**src/rtl/stopwatch_ctrl.sv**
```systemverilog
// Stopwatch core: synchronizes the divider square wave and the buttons, runs a
// start/stop/lap/clear FSM and keeps a four-digit BCD mm:ss count with lap snapshot.
module stopwatch_ctrl #(
  parameter int unsigned TICKS_PER_COUNT = 1
) (
  input  logic       clk_in,
  input  logic       rst_n,
  input  logic       tick_in,
  input  logic       btn_ss,
  input  logic       btn_lap,
  output logic [3:0] sec_ones,
  output logic [3:0] sec_tens,
  output logic [3:0] min_ones,
  output logic [3:0] min_tens,
  output logic       running,
  output logic       lap_active
);

  localparam logic [15:0] PrescMax = 16'(TICKS_PER_COUNT - 1);

  typedef enum logic [1:0] {StIdle, StRun, StPaused, StLap} state_e;

  // Bit order in the conditioning vectors: {btn_lap, btn_ss, tick_in}
  logic [2:0]  r_sync1, r_sync2, r_prev, r_pulse;
  logic        w_tick_p, w_ss_p, w_lap_p;

  state_e      r_state, w_state_next;
  logic        w_capture, w_clear, w_count_en, w_advance;

  // Count and snapshot packed as {min_tens, min_ones, sec_tens, sec_ones}
  logic [15:0] r_count, w_count_next;
  logic [15:0] r_snap;
  logic [15:0] r_presc, w_presc_next;
  logic [15:0] r_disp;
  logic        r_running, r_lap_active;

  // Two-flop synchronizers followed by a registered rising-edge detector
  always_ff @(posedge clk_in or negedge rst_n) begin
    if (!rst_n) begin
      r_sync1 <= 3'b000;
      r_sync2 <= 3'b000;
      r_prev  <= 3'b000;
      r_pulse <= 3'b000;
    end else begin
      r_sync1 <= {btn_lap, btn_ss, tick_in};
      r_sync2 <= r_sync1;
      r_prev  <= r_sync2;
      r_pulse <= r_sync2 & ~r_prev;
    end
  end

  assign w_tick_p = r_pulse[0];
  assign w_ss_p   = r_pulse[1];
  assign w_lap_p  = r_pulse[2];

  // FSM state register
  always_ff @(posedge clk_in or negedge rst_n) begin
    if (!rst_n) r_state <= StIdle;
    else        r_state <= w_state_next;
  end

  // FSM next state; start/stop takes priority over lap when both pulse together
  always_comb begin
    w_state_next = r_state;
    w_capture    = 1'b0;
    w_clear      = 1'b0;
    unique case (r_state)
      StIdle: begin
        if (w_ss_p) w_state_next = StRun;
      end
      StRun: begin
        if (w_ss_p) begin
          w_state_next = StPaused;
        end else if (w_lap_p) begin
          w_state_next = StLap;
          w_capture    = 1'b1;
        end
      end
      StLap: begin
        if (w_ss_p)       w_state_next = StPaused;
        else if (w_lap_p) w_state_next = StRun;
      end
      StPaused: begin
        if (w_ss_p) begin
          w_state_next = StRun;
        end else if (w_lap_p) begin
          w_state_next = StIdle;
          w_clear      = 1'b1;
        end
      end
      default: w_state_next = StIdle;
    endcase
  end

  // Counting follows the registered state, so a tick alongside a stop still counts
  assign w_count_en = (r_state == StRun) || (r_state == StLap);
  assign w_advance  = w_count_en && w_tick_p && (r_presc == PrescMax);

  // Prescaler and BCD carry chain next-state
  always_comb begin
    w_presc_next = r_presc;
    w_count_next = r_count;
    if (w_clear) begin
      w_presc_next = 16'd0;
      w_count_next = 16'd0;
    end else begin
      if (w_count_en && w_tick_p) begin
        w_presc_next = (r_presc == PrescMax) ? 16'd0 : r_presc + 16'd1;
      end
      if (w_advance) begin
        if (r_count[3:0] != 4'd9) begin
          w_count_next[3:0] = r_count[3:0] + 4'd1;
        end else begin
          w_count_next[3:0] = 4'd0;
          if (r_count[7:4] != 4'd5) begin
            w_count_next[7:4] = r_count[7:4] + 4'd1;
          end else begin
            w_count_next[7:4] = 4'd0;
            if (r_count[11:8] != 4'd9) begin
              w_count_next[11:8] = r_count[11:8] + 4'd1;
            end else begin
              w_count_next[11:8] = 4'd0;
              w_count_next[15:12] = (r_count[15:12] != 4'd5) ? r_count[15:12] + 4'd1 : 4'd0;
            end
          end
        end
      end
    end
  end

  // Count, prescaler and lap snapshot registers
  always_ff @(posedge clk_in or negedge rst_n) begin
    if (!rst_n) begin
      r_count <= 16'd0;
      r_presc <= 16'd0;
      r_snap  <= 16'd0;
    end else begin
      r_count <= w_count_next;
      r_presc <= w_presc_next;
      if (w_clear)        r_snap <= 16'd0;
      else if (w_capture) r_snap <= r_count;
    end
  end

  // Registered outputs: snapshot shown only while in lap mode
  always_ff @(posedge clk_in or negedge rst_n) begin
    if (!rst_n) begin
      r_disp       <= 16'd0;
      r_running    <= 1'b0;
      r_lap_active <= 1'b0;
    end else begin
      r_disp       <= (r_state == StLap) ? r_snap : r_count;
      r_running    <= (r_state == StRun) || (r_state == StLap);
      r_lap_active <= (r_state == StLap);
    end
  end

  assign sec_ones   = r_disp[3:0];
  assign sec_tens   = r_disp[7:4];
  assign min_ones   = r_disp[11:8];
  assign min_tens   = r_disp[15:12];
  assign running    = r_running;
  assign lap_active = r_lap_active;

endmodule
```
**config.mk**
```make
export PLATFORM = sky130hd
export DESIGN_NAME = stopwatch_ctrl
export DESIGN_NICKNAME = d
export VERILOG_FILES = /design/src/rtl/stopwatch_ctrl.sv
export SDC_FILE = /design/constraint.sdc
export NUM_CORES = 1
export LEC_CHECK = 0
export CAP_MARGIN = 30
export CELL_PAD_IN_SITES_DETAIL_PLACEMENT = 1
export CELL_PAD_IN_SITES_GLOBAL_PLACEMENT = 2
export CORE_MARGIN = 1
export CORE_UTILIZATION = 39
export DETAILED_ROUTE_END_ITERATION = 16
export PLACE_DENSITY_LB_ADDON = 0.1
export SYNTH_ARGS = -nofsm -noshare
export SYNTH_HDL_FRONTEND = slang
export SYNTH_SLANG_ARGS = --single-unit
```
**constraint.sdc**
```tcl
create_clock -name clk_in -period 2.51 [get_ports clk_in]
set_clock_uncertainty 0.1 [all_clocks]
set_input_delay 0.6275 -clock clk_in [delete_from_list [all_inputs] [get_ports clk_in]]
set_output_delay 0.6275 -clock clk_in [all_outputs]
set_load 0.02 [all_outputs]
```
== Word level (Yosys, flattened, before mapping) ==
Index checks and enable logic that the tools add are counted.

* Add/sub/neg operators: 5
* Equal/unequal tests: 14
* Muxes and demuxes: 27
* Bitwise operators: 2
* Reductions and logical operators: 12

{| class="wikitable"
|+ Operator list
! operator !! number
|-
| 16-bit two-way mux || 8
|-
| 4-bit two-way mux || 5
|-
| 16-bit by 1-bit adder with 16-bit output, second input constant || 1
|-
| 4-bit by 1-bit adder with 4-bit output, second input constant || 4
|-
| 16-bit logical NOT || 1
|-
| 2-bit two-way mux || 7
|-
| 12-bit two-way mux || 1
|-
| 3-bit inequality test, second input constant || 3
|-
| 8-bit two-way mux || 1
|-
| 2-bit inequality test, second input constant || 4
|-
| 4-bit by 3-bit inequality test with 1-bit output, second input constant || 2
|-
| 4-bit inequality test, second input constant || 2
|-
| 2-bit case mux with 4 select lines || 1
|-
| 4-bit AND reduction || 2
|-
| 2-bit nonzero test || 3
|-
| 2-bit equality test, second input constant || 2
|-
| 1-bit two-way mux || 4
|-
| 3-bit AND || 1
|-
| 3-bit NOT || 1
|-
| 3-bit AND reduction || 1
|-
| 2-bit by 1-bit equality test with 1-bit output, second input constant || 1
|-
| 1-bit logical AND || 2
|-
| 2-bit logical NOT || 1
|-
| 2-bit AND reduction || 1
|-
| 1-bit logical OR || 1
|}

* Register bits after elaboration: 80
* Output and inout port bits: 18

== Longest topological paths before layout ==
* Word-level depth: 7
* Mapped depth: 8
* Gate-level depth less buffers: 6

== Least setup slack after synthesis ==
No wires, ideal clock.

* Path kind: register to register
* Start point: register r_state[0]
* End point: register r_presc[15]
* Library setup time: 0.073 ns
* Arrival: 1.756 ns
* Required time: 2.337 ns
* Setup slack: 0.581 ns
* Cell stages (with the launch flop): 7
* Path buffers: 2
* Period minus slack after synthesis: 1.929 ns
* Path through: dfrtp_1 buf_6 nand4bb_1 buf_6 a211o_1 or4_4 a21oi_2

* Longest elaborated chain between the ends: 4
* Elaborated cells on any way between the ends: 8
* Classes of those cells: 3 x eq/ne; 2 x mux; 3 x reduce/logical

{| class="wikitable"
|+ RTL lines
! what !! RTL line !! text
|-
| start, declared || 27 || <nowiki>state_e r_state, w_state_next;</nowiki>
|-
| start signal, assigned || 58 || <nowiki>if (!rst_n) r_state <= StIdle;</nowiki>
|-
| start signal, assigned || 59 || <nowiki>else r_state <= w_state_next;</nowiki>
|-
| 2-bit by 1-bit equality test with 1-bit output / 2-bit equality test (equally long branches) || 96 || <nowiki>assign w_count_en = (r_state == StRun) || (r_state == StLap);</nowiki>
|-
| 1-bit logical OR || 96 ||
|-
| 1-bit logical AND || 107 || <nowiki>if (w_count_en && w_tick_p) begin</nowiki>
|-
| 2-bit nonzero test (no line) || n/a ||
|-
| end signal, assigned || 139 || <nowiki>r_presc <= w_presc_next;</nowiki>
|-
| end, declared || 33 || <nowiki>logic [15:0] r_presc, w_presc_next;</nowiki>
|}

Parallel ways exist; a longest one is shown, timed or not.
A chain may end at the register's enable or synchronous reset.

== Worst setup path in the final report ==
* Start point: register r_presc[0]
* End point: register r_count[12]

* Longest elaborated chain between the ends: 4

{| class="wikitable"
|+ RTL lines
! what !! RTL line !! text
|-
| 16-bit logical NOT || 97 || <nowiki>assign w_advance = w_count_en && w_tick_p && (r_presc == PrescMax);</nowiki>
|-
| 1-bit logical AND || 97 ||
|-
| 2-bit nonzero test (no line) || n/a ||
|-
| 4-bit AND reduction (no line) || n/a ||
|-
| end signal, assigned || 138 || <nowiki>r_count <= w_count_next;</nowiki>
|-
| end, declared || 31 || <nowiki>logic [15:0] r_count, w_count_next;</nowiki>
|}

Every way passes these cells.

==> results.toml <==
[outcome]
outcome = "complete, but fails checks"
failed_checks = "design-rule violations"

[route]
drt-met1-wl_mm = 3.83
via_per_inst = 5.55
drt_wl_total_mm = 7.82
wl_met2_mm = 3.73
dr_total_vias = 2525
highest_layer = "met4"
drcViolationCount = 5
dr.pass1.iters = 12
drtIter0Drc = 38
wl_met3_um = 162
wl_per_cell_um = 17.2
detail-route-antenna-nets = 0

[yosys]
ys_seq_area_share_pct = 56.1
synth.ff_latch_count = 80
synth_warnings = 0
ys_async_sr_fraction_pct = 100
ys_types = 48
yosys.area.top_type = "dfrtp_1"
synthTopCellsByArea = "dfrtp_1 (56%), mux2_2 (3.8%), ha_1 (3.5%), o21ai_0 (3.5%), a22o_1 (2.7%)"
netlist_area_um2 = 3570
synth_edf_count = 0
ys.flop_type = "dfrtp_1"
avgSynthCellArea_um2 = 11.3
synthCells = 316
synthesis.nets = 331
synth_top_area_share_pct = 56.1

[worst_setup_path]
worstPathArrival_ns = 2.28
crit_chain = "inv_1, ha_1, nor3b_1, nand4_1, buf_4, or4_1, a21oi_1"
regToRegSetupSlack_ns = 0.40
cpPeakStageDelay_ns = 0.52
cp.required_ns = 2.69
critical_path.startpoint_type = "register"
rr_worst_depth = 7
timing.rr.start = "r_presc[0]"
crit_type = "register to register"
crit_start = "r_presc[0]"
endpoint_kind = "register"
regToRegEndpoint = "r_count[12]"
crit_fanout = 25
worstSetupEndpoint = "r_count[12]"
slowest_stage = "or4_1"

[worst_hold_path]
hp-class = "input port to asynchronous set/reset pin"

[layout]
fillers = 952
final_common_cell = "dfrtp_1"
final_cells = 455
nets = 357
finish.utilization_pct = 47.2
seqCellArea_um2 = 2000
final_cell_mix = "dfrtp_1 (80), o21ai_0 (25), clkdlybuf4s50_1 (21), nand2_1 (19), a21oi_1 (14)"
area_growth_pct = 16.4
insertedDiodeCount = 0
multiInputGateArea_um2 = 1450
drive_gt1_share_pct = 14.1

[clocking]
clk_pin_slew_ns = 0.09
cts.sinks = 80
htreeDepth = 3
cts-root-buf = "clkbuf_8"
postCtsSetupBuffers = 0
numCtsBuffers = 9
cts.path.max_buffers = 2
cts_hold_buffers = 0
post_cts_resized = 0
cts_tree = "built"
worstSkewPairLatency_ns = 0.35

[place]
portBuffers = 22
placed_cells = 439
dp_hpwl_mm = 5.30
preCtsSetupSlack_ns = 0.439
place_congestion = 0.690

[pwr]
leakage_nw = 1.86
ir_drop_v = 0.000329
power-per-cell-area_nw_per_um2 = 818

[sta]
period_minus_slack_ns = 2.11
setup_tns_ns = 0
period_share_pct = 84.0
hold_violations = 0
fmax_ghz = 0.475
maxSlewHeadroom_pct = 69.0
tightest_slew_ns = 0.463
finalMaxSlewViolations = 0
fin_ws_ns = 0.403
setup_viol = 0
rsz0062_at_grt = "false"

[global_routing]
grt_pass1_wl_mm = 13.5
gr-total-overflow = 0
grt_max_degree = 47
grt_pass1_vias = 2704
grtUsageTotal_pct = 18.2
antenna_found_initial = 0

[floorplan]
core.rowCount = 34
die_w_um = 97.7
core_um2 = 8810
die-area_um2 = 9540
ioPinCount = 23
die_height_um = 97.7
initial_core_util_pct = 40.5

[run]
cap_violations = 0
-- Yosys cell counts (3+ instances only) --
cell	number
o21ai_0	25
o2111ai_1	4
a31oi_1	5
or4_1	8
a22o_1	11
mux2i_1	9
ha_1	10
nor4_1	4
xor2_1	6
nand2_1	19
nor2_1	13
nand4_1	4
inv_1	8
mux2_2	12
nor2b_1	5
clkbuf_1	12
or3_2	3
dfrtp_1	80
nor3_1	10
or3_1	6
and3_1	3
nand3_1	13
a21oi_1	14
and3b_1	3
-- state kept, by name, indices dropped and copies added, names as in the netlist --
name        count
r_state         2
r_disp         16
r_count        16
r_pulse         3
running         1
r_snap         16
r_presc        16
lap_active      1
r_prev          3
r_sync2         3
r_sync1         3
-- metrics by stage --
step                hold slack (ns)  instance area [µm²]  power, mW
floorplan                     0.231                 3570       2.02
global placement              0.236                 3920       2.28
detailed placement            0.243                 3920       2.30
CTS                           0.123                 4160       3.46
global route                  0.138                 4160       3.60
finish                        0.109                 4160       3.40
-- worst min path at each step --
stage,endpoint,cells past startpoint
detailed placement,r_sync2[2],0
CTS,lap_active,1
floorplan,lap_active,0
finish,lap_active,1
global placement,r_sync2[0],0
global route,lap_active,1
-- kinds of logic after synthesis --
| logic type | share of synthesized area (%) |
|---|---|
| compound gates | 12.1 |
| xor+xnor | 1.72 |
| fa+ha+maj | 3.51 |
| buf+inv | 3.43 |
| flops | 56.1 |
| mux | 6.31 |
| simple gates | 16.8 |
-- area by class of cell --
cell class                      count  share of cell area, %
Inverter                            9                  0.813
Sequential cell                    80                   48.2
Timing Repair Buffer               32                   7.34
Multi-Input combinational cell    210                   34.8
Clock buffer                       11                   3.16
Tap cell                          108                   3.25
Clock inverter                      5                   2.50
-- routing by layer --
metal,up-vias,GRT usage (%)
met5,-,0
met3,7,3.67
met4,0,6.29
met2,24,30.1
met1,1289,23.8
li1,1205,-
-- worst max-delay path: cells and delay by family (launching register included) --
kind                       cells  cell delay [ns]
AOI/OAI and AO/OA              1             0.16
and+or+nand+nor                3             0.88
adders and majority gates      1             0.14
DFF                            1             0.44
buffers and inverters          2             0.31
-- report_power, final --
| group | internal [mW] | switching [mW] | leakage, nW |
|---|---|---|---|
| logic | 0.273 | 0.453 | 0.666 |
| clock network | 0.664 | 0.475 | 0.118 |
| registers | 1.41 | 0.123 | 1.08 |
Power figures use the tool's default switching activity.
